**src/rtl/sequencer.sv**
```systemverilog
// Microcoded-style control sequencer for a single-accumulator CPU.
// The state register is the only storage; all control lines decode from it.
module sequencer #(
  parameter int OP_W = 3
) (
  input  logic            clock,
  input  logic            reset,
  input  logic            run,
  input  logic [OP_W-1:0] op,
  input  logic            z_flag,
  output logic            halted,
  output logic            PC_bus,
  output logic            Addr_bus,
  output logic            MDR_bus,
  output logic            ACC_bus,
  output logic            load_PC,
  output logic            INC_PC,
  output logic            load_MAR,
  output logic            load_IR,
  output logic            load_MDR,
  output logic            load_ACC,
  output logic            CS,
  output logic            R_NW,
  output logic            ALU_ACC,
  output logic [1:0]      ALU_op
);

  localparam logic [OP_W-1:0] OP_LOAD  = OP_W'(0);
  localparam logic [OP_W-1:0] OP_STORE = OP_W'(1);
  localparam logic [OP_W-1:0] OP_ADD   = OP_W'(2);
  localparam logic [OP_W-1:0] OP_SUB   = OP_W'(3);
  localparam logic [OP_W-1:0] OP_XOR   = OP_W'(4);
  localparam logic [OP_W-1:0] OP_BNE   = OP_W'(5);
  localparam logic [OP_W-1:0] OP_JMP   = OP_W'(6);
  localparam logic [OP_W-1:0] OP_HALT  = OP_W'(7);

  typedef enum logic [3:0] {
    S_IDLE,
    S_F0,
    S_F1,
    S_F2,
    S_DEC,
    S_ST0,
    S_ST1,
    S_RD,
    S_LDA,
    S_ALU,
    S_BR,
    S_HALT
  } state_t;

  state_t state;

  always_ff @(posedge clock) begin
    if (reset) begin
      state <= S_IDLE;
    end else begin
      case (state)
        S_IDLE: state <= run ? S_F0 : S_IDLE;
        S_F0:   state <= S_F1;
        S_F1:   state <= S_F2;
        S_F2:   state <= S_DEC;
        S_DEC: begin
          case (op)
            OP_LOAD,
            OP_ADD,
            OP_SUB,
            OP_XOR:   state <= S_RD;
            OP_STORE: state <= S_ST0;
            OP_JMP:   state <= S_BR;
            OP_BNE:   state <= z_flag ? S_F0 : S_BR;
            OP_HALT:  state <= S_HALT;
            default:  state <= S_F0;
          endcase
        end
        S_ST0:  state <= S_ST1;
        S_ST1:  state <= S_F0;
        S_RD:   state <= (op == OP_LOAD) ? S_LDA : S_ALU;
        S_LDA:  state <= S_F0;
        S_ALU:  state <= S_F0;
        S_BR:   state <= S_F0;
        S_HALT: state <= S_HALT;
        default: state <= S_IDLE;
      endcase
    end
  end

  logic mem_op;
  assign mem_op = (op == OP_LOAD) || (op == OP_ADD) ||
                  (op == OP_SUB)  || (op == OP_XOR) ||
                  (op == OP_STORE);

  always_comb begin
    halted   = 1'b0;
    PC_bus   = 1'b0;
    Addr_bus = 1'b0;
    MDR_bus  = 1'b0;
    ACC_bus  = 1'b0;
    load_PC  = 1'b0;
    INC_PC   = 1'b0;
    load_MAR = 1'b0;
    load_IR  = 1'b0;
    load_MDR = 1'b0;
    load_ACC = 1'b0;
    CS       = 1'b0;
    R_NW     = 1'b0;
    ALU_ACC  = 1'b0;
    ALU_op   = 2'b00;
    unique case (state)
      S_IDLE: ;
      S_F0: begin
        PC_bus   = 1'b1;
        load_MAR = 1'b1;
        INC_PC   = 1'b1;
        load_PC  = 1'b1;
      end
      S_F1: begin
        CS   = 1'b1;
        R_NW = 1'b1;
      end
      S_F2: begin
        MDR_bus = 1'b1;
        load_IR = 1'b1;
      end
      S_DEC: begin
        Addr_bus = mem_op;
        load_MAR = mem_op;
      end
      S_ST0: begin
        ACC_bus  = 1'b1;
        load_MDR = 1'b1;
      end
      S_ST1: CS = 1'b1;
      S_RD: begin
        CS   = 1'b1;
        R_NW = 1'b1;
      end
      S_LDA: begin
        MDR_bus  = 1'b1;
        load_ACC = 1'b1;
      end
      S_ALU: begin
        MDR_bus  = 1'b1;
        load_ACC = 1'b1;
        ALU_ACC  = 1'b1;
        if (op == OP_SUB)
          ALU_op = 2'b01;
        else if (op == OP_XOR)
          ALU_op = 2'b10;
      end
      S_BR: begin
        Addr_bus = 1'b1;
        load_PC  = 1'b1;
      end
      S_HALT: halted = 1'b1;
      default: ;
    endcase
  end

endmodule

```
**config.mk**
```make
export PLATFORM = sky130hd
export DESIGN_NAME = sequencer
export DESIGN_NICKNAME = d
export VERILOG_FILES = /design/src/rtl/sequencer.sv
export SDC_FILE = /design/constraint.sdc
export NUM_CORES = 1
export LEC_CHECK = 0
export ABC_CLOCK_PERIOD_IN_PS = 980
export BUFFER_PORTS_ARGS = -buffer_cell sky130_fd_sc_hd__buf_2
export CORE_AREA = 2 2 39 41
export CTS_BUF_LIST = sky130_fd_sc_hd__clkbuf_4
export CTS_CLUSTER_DIAMETER = 150
export DETAILED_ROUTE_END_ITERATION = 8
export DIE_AREA = 0 0 41 43
export PLACE_DENSITY = 0.73
export SLEW_MARGIN = 25
export SYNTH_ARGS = -nofsm -noshare
export SYNTH_HDL_FRONTEND = slang
export SYNTH_SLANG_ARGS = --single-unit
```
**constraint.sdc**
```tcl
create_clock -name clock -period 0.98 [get_ports clock]
set_input_delay 0.098 -clock clock [delete_from_list [all_inputs] [get_ports clock]]
set_output_delay 0.098 -clock clock [all_outputs]
set_load 0.03 [all_outputs]
```
==> metrics.cfg, run 1 <==
[timing]
fin_crit_ns = 1.39
tightest_slew_ns = 0.429
timing.fmax_ghz = 0.718
clock_skew_ns = 0.00205
whs_ns = 0.181
rsz0062_at_grt = yes
relSlewSlack = 0.710
slew_viol_final = 0
setup_ws_ns = -0.413
finalSetupViolCount = 20
post-route-period-util = 1.42
hold_violations = 0

[global_routing]
grt_max_degree = 9
grt_pass1_wl_um = 3240
grtUsageTotal = 0.267
antenna_found_initial = 0
overflow = 0
grt_pass1_vias = 727

[layout]
largest_reg_flops = 4
area_delta_synth_final_pct = 168
largest-register = state
n_antenna_cell = 0
fin_util = 0.889
n_fill_cell = 60
final_nets = 130
drive_gt1_frac = 0.795
top_regs = state (4)
stdcell_count = 138
final-seq-area_sq_um = 95.1
multiInputGateArea_sq_um = 574

[run_status]
outcome = finished with violations
violations = negative setup slack

[detailed_routing]
drt_iter0_drc = 15
drc_errors = 0
dr.pass1.iters = 4
routed_via_density = 5.47
wl_per_cell_um = 16.6
wirelength_um = 2300
drtAntennaViolNets = 0
via_count = 755

[die]
fp.dieW_um = 41
core_sq_um = 1380
rows = 14
initial_utilization = 0.332
die_area_sq_um = 1760
die_y_um = 43
ios = 23

[clocking]
clockBufferDepth = 2
hold_buffers = 0
cts_tree = done
cts.sinks = 4
numCtsBuffers = 3
clockRootBuffer = clkbuf_4
clkTransAtPathRegs_ns = 0.05
h-tree-depth = 1
clock_latency_ns = 0.26

[synthesis]
synth.distinct_cells = 28
syn_nets = 76
synth-edff-count = 0
synth_ff_type = dfxtp_1
syn-cell-area_sq_um = 459
yosys_warnings = 0
synth_top_cell_area_share = 0.174
synth_area_leaders = dfxtp_1, nor2b_1, nor2_1
synthArstFlopShare = 0
yosysTopAreaCell = dfxtp_1
synth_seq_cells = 4
ys_top_cells_by_count = nor2_1, nor2b_1, nand2_1, a21oi_1
synth_cells = 69
synth_area_per_cell_sq_um = 6.65
ys_seq_area_frac = 0.174

[power]
power_per_cell_area_nw_per_um2 = 1410
ir_worst_vdd_mv = 0.866
power_leakage_nw = 0.519
power_mw = 1.73

[placed_design]
place_congestion = 0.799
port_buffers = 22
dp.cells = 128
hpwl_um = 1230

[setup_path]
cp-end-kind = output port
worstPathMaxFanout = 8
path_common_cell = buf_6
slowest_stage = dfxtp_4
slowest_delay_ns = 0.37
startpoint_type = flop
critPathKind = reg2out
arrival_ns = 1.29
path_cells = buf_6 -> buf_6 -> nor3_4 -> buf_6
required_ns = 0.88

[run]
max-cap-violations = 0

[worst_hold_path]
hold_path.class = in2reg

## cells by family (layout without fill, tap and decap cells)
family          count (synthesis)  after routing  synth area share
compound gates                 16             16             0.234
xor+xnor                        1              1            0.0191
buf+inv                         9             62             0.109
flops                           4              4             0.174
simple gates                   39             39             0.463
## cell type report
cell class                      count  share of cell area
Timing Repair Buffer               56               0.409
Tap cell                           16              0.0163
Inverter                            2             0.00610
Clock buffer                        4              0.0244
Multi-Input combinational cell     56               0.467
Sequential cell                     4              0.0773
## routing by layer
metal / part of all wire / global-route usage / vias to the layer above / wire length [um]
li1: - / - / 352 / -
met1: 0.37 / 0.298 / 367 / 849
met2: 0.55 / 0.478 / 32 / 1270
met3: 0.054 / 0.0262 / 4 / 124
met4: 0.024 / 0.100 / 0 / 54
met5: 0 / 0 / - / 0
## what timing repair did
action,4_1_cts,5_1_grt
pin swaps,7,6
gates resized for setup,50,16
setup endpoints to repair,20,20
buffers inserted,4,2
## where the power goes
| group | total, mW | switching, mW | internal, mW | leakage, nW |
|---|---|---|---|---|
| sequential | 0.261 | 0.0667 | 0.195 | 0.0356 |
| combinational | 1.19 | 0.588 | 0.598 | 0.465 |
| clock | 0.284 | 0.101 | 0.183 | 0.0184 |
| total | 1.73 | 0.756 | 0.975 | 0.519 |
## final timing paths
kind                                          start                   to  slack [ns]  depth (start not counted)
worst min register to register  state[3]$_SDFF_PP0_  state[2]$_SDFF_PP0_        0.68                          2
worst max-delay path            state[3]$_SDFF_PP0_               INC_PC       -0.41                          4
worst min-delay path                            run  state[0]$_SDFF_PP0_        0.18                          3
worst max register to register  state[1]$_SDFF_PP0_  state[0]$_SDFF_PP0_       -0.30                          5
## per-stage QoR
stage	TNS, ns	setup WS (ns)	instance area, sq um
6_report	-6.27	-0.413	1230
5_1_grt	-7.05	-0.447	1230
4_1_cts	-5.92	-0.404	1140
3_5_place_dp	-3.41	-0.243	907
3_3_place_gp	-3.11	-0.221	907
2_1_floorplan	-1.78	-0.226	642
## critical path: cells and delay by family (launching register included)
kind,cells,cell delay (ns)
AND/OR/NAND/NOR,1,0.23
flip-flops,1,0.37
buffers and inverters,3,0.44
## layout by cell type (no fill, tap or decap), drive strengths merged, types with 2 or more instances in the layout
cell type / synthesis / routed
a21oi: 5 / 5
nand2: 6 / 6
o21ai: 2 / 2
clkbuf: 0 / 4
inv: 2 / 2
o2111ai: 2 / 2
nor2b: 8 / 8
nand3b: 2 / 2
nand2b: 3 / 3
nor4: 2 / 2
buf: 7 / 56
nor3: 4 / 4
dfxtp: 4 / 4
nor2: 8 / 8
(Power assumes the default switching activity.)
==> run 2, diff against run 1 <==
ABC_CLOCK_PERIOD_IN_PS = 1800   (was 980)
CTS_CLUSTER_SIZE = 30   (was unset)
PLACE_DENSITY = 0.7   (was 0.73)
clock period = 1.8 ns   (was 0.98 ns; I/O delays follow)
==> run 2 against run 1 <==
Compared with the run above:
- the run now ends clean
- die area unchanged
- combinational power fell by 78%
- flip-flop and latch count is the same
- non-clock buffer count is 32 lower
- register-to-register slack improved by 0.89 ns
- sequential power is 48% lower
- utilization shrank 46 points
- count of clock-buffer cells in the layout fell by 1
- sequential share of layout area is 6.0 points higher
- critical path type unchanged
- critical endpoint is now ALU_op[1]
- largest cell class unchanged
- largest power group unchanged
- highest routed layer is now met3
==> metrics.cfg, run 2 (same netlist as run 1, synthesis figures left out) <==
[layout]
drive_gt1_frac = 0.337  ; -0.458
top_regs = state (4)
final_common_cell = buf_2
final_nets = 98  ; -25%
largest-register = state
fin_util = 0.427  ; -0.462
final_cell_mix = buf_2, nor2_1, nor2b_1, nand2_1, a21oi_1
area_delta_synth_final_pct = 28.6
n_antenna_cell = 0  ; unchanged
largest_reg_flops = 4  ; unchanged

[die]
rows = 14  ; unchanged
initial_utilization = 0.332  ; unchanged
core_sq_um = 1380  ; unchanged
fp.dieW_um = 41  ; unchanged
die_y_um = 43  ; unchanged
ios = 23  ; unchanged
die_area_sq_um = 1760  ; unchanged

[detailed_routing]
routed_via_density = 5.18  ; -5.3%
wirelength_um = 1120  ; -51%
drtAntennaViolNets = 0  ; unchanged
drt_iter0_drc = 11  ; -4
wl_per_cell_um = 10.7  ; -36%
drc_errors = 0  ; unchanged
dr.pass1.iters = 4  ; unchanged
via_count = 544  ; -28%

[clocking]
cts_tree = done
clkTransAtPathRegs_ns = 0.04  ; about the same
clock_latency_ns = 0.23  ; -0.03 ns
numCtsBuffers = 3  ; unchanged
h-tree-depth = 1  ; unchanged
cts.sinks = 4  ; unchanged
clockRootBuffer = clkbuf_4
hold_buffers = 0  ; unchanged
clockBufferDepth = 2  ; unchanged
post_cts_buffers = 0  ; -4

[power]
power_per_cell_area_nw_per_um2 = 851  ; -40%
swShare = 0.469  ; +0.0327
ir_worst_vdd_mv = 0.376  ; -57%
clockPowerShare = 0.211  ; +0.047
power_leakage_nw = 0.291  ; -44%
seq_power_share = 0.268  ; +0.117
p_int_mw = 0.267  ; -73%
power_frac_comb = 0.522  ; -0.163
switching_power_mw = 0.236  ; -69%

[placed_design]
hpwl_um = 845  ; -31%
place_congestion = 0.738  ; -7.6%
port_buffers = 22  ; unchanged

[setup_path]
critPathKind = reg2out
arrival_ns = 1.39  ; +0.10 ns
cp-end-kind = output port
startpoint_type = flop
worstPathMaxFanout = 13  ; +5
required_ns = 1.62  ; +0.74 ns

[timing]
relSlewSlack = 0.727  ; +0.0168
whs_ns = 0.194  ; +0.0132 ns
fin_crit_ns = 1.57
clock_skew_ns = 0.000932  ; -0.00112 ns
timing.fmax_ghz = 0.636
tightest_slew_ns = 0.405  ; -0.0240 ns
fin_setup_tns_ns = 0  ; +6.27 ns
rsz0062_at_grt = no
finalSetupViolCount = 0  ; -100%
hold_violations = 0  ; unchanged
slew_viol_final = 0  ; unchanged
post-route-period-util = 0.874

[global_routing]
grt_pass1_wl_um = 1790  ; -45%
grt_pass1_vias = 480  ; -34%
grt_max_degree = 18  ; +9
overflow = 0  ; unchanged
antenna_found_initial = 0  ; unchanged
grtUsageTotal = 0.141  ; -0.126

[run_status]
outcome = finished clean

[worst_hold_path]
hold_path.class = in2reg

[run]
max-cap-violations = 0  ; unchanged

run 2: cell types whose count changed in the layout (fill, tap and decap cells not counted), moves of 4 or more:
| cell | previous run | this run |
|---|---|---|
| dfxtp_4 | 4 | 0 |
| nor2_1 | 2 | 8 |
| buf_4 | 24 | 2 |
| nor2b_1 | 3 | 8 |
| nor2_4 | 4 | 0 |
| nor2b_4 | 5 | 0 |
| buf_6 | 26 | 0 |
| buf_2 | 6 | 22 |
run 2: path summary, 6_finish.rpt:
path | cells after the start | end | slack [ns] | from
max | 4 | ALU_op[1] | 0.23 | state[1]$_SDFF_PP0_
min | 2 | state[1]$_SDFF_PP0_ | 0.19 | reset
max reg2reg | 3 | state[0]$_SDFF_PP0_ | 0.59 | state[2]$_SDFF_PP0_
min reg2reg | 2 | state[2]$_SDFF_PP0_ | 0.61 | state[2]$_SDFF_PP0_
run 2: layer usage:
metal	share of wire	global-route usage	vias to the layer above
met5	0	0	-
met1	0.47	0.184	245
met2	0.49	0.222	13
met3	0.037	0.0157	0
met4	0	0.0600	0
li1	-	-	286
run 2: area by class of cell:
class                           instances  area (sq um)
Clock buffer                            3          22.5
Fill cell                             139           793
Inverter                                2          7.51
Multi-Input combinational cell         56           334
Sequential cell                         4          81.3
Tap cell                               16          20.0
Timing Repair Buffer                   24           125
run 2: power by group through the flow:
stage / Sequential [mW] / Combinational (mW) / Clock, mW
4_1_cts: 0.133 / 0.263 / 0.114
2_1_floorplan: 0.112 / 0.225 / 0
3_5_place_dp: 0.134 / 0.263 / 0
6_report: 0.135 / 0.262 / 0.106
3_3_place_gp: 0.135 / 0.259 / 0
5_1_grt: 0.139 / 0.286 / 0.114
run 2: timing repair:
item / in CTS / in global routing
gates resized for setup: 0 / 1
setup endpoints to repair: 0 / 2
endpoints found under the hold margin: 0 / 0
run 2: critical path, stage by stage, from the launching register on:
cell	delay, ns
dfxtp_1	0.54
nand2b_1	0.24
nor2_1	0.06
and3_1	0.15
buf_2	0.17
run 2: stage by stage:
stage	instances	power, mW	setup slack, ns	instance area (sq um)
2_1_floorplan	69	0.338	0.0825	464
3_3_place_gp	102	0.394	0.390	567
3_5_place_dp	102	0.397	0.318	567
4_1_cts	105	0.511	0.0678	589
5_1_grt	105	0.540	0.0867	591
6_report	105	0.503	0.227	591
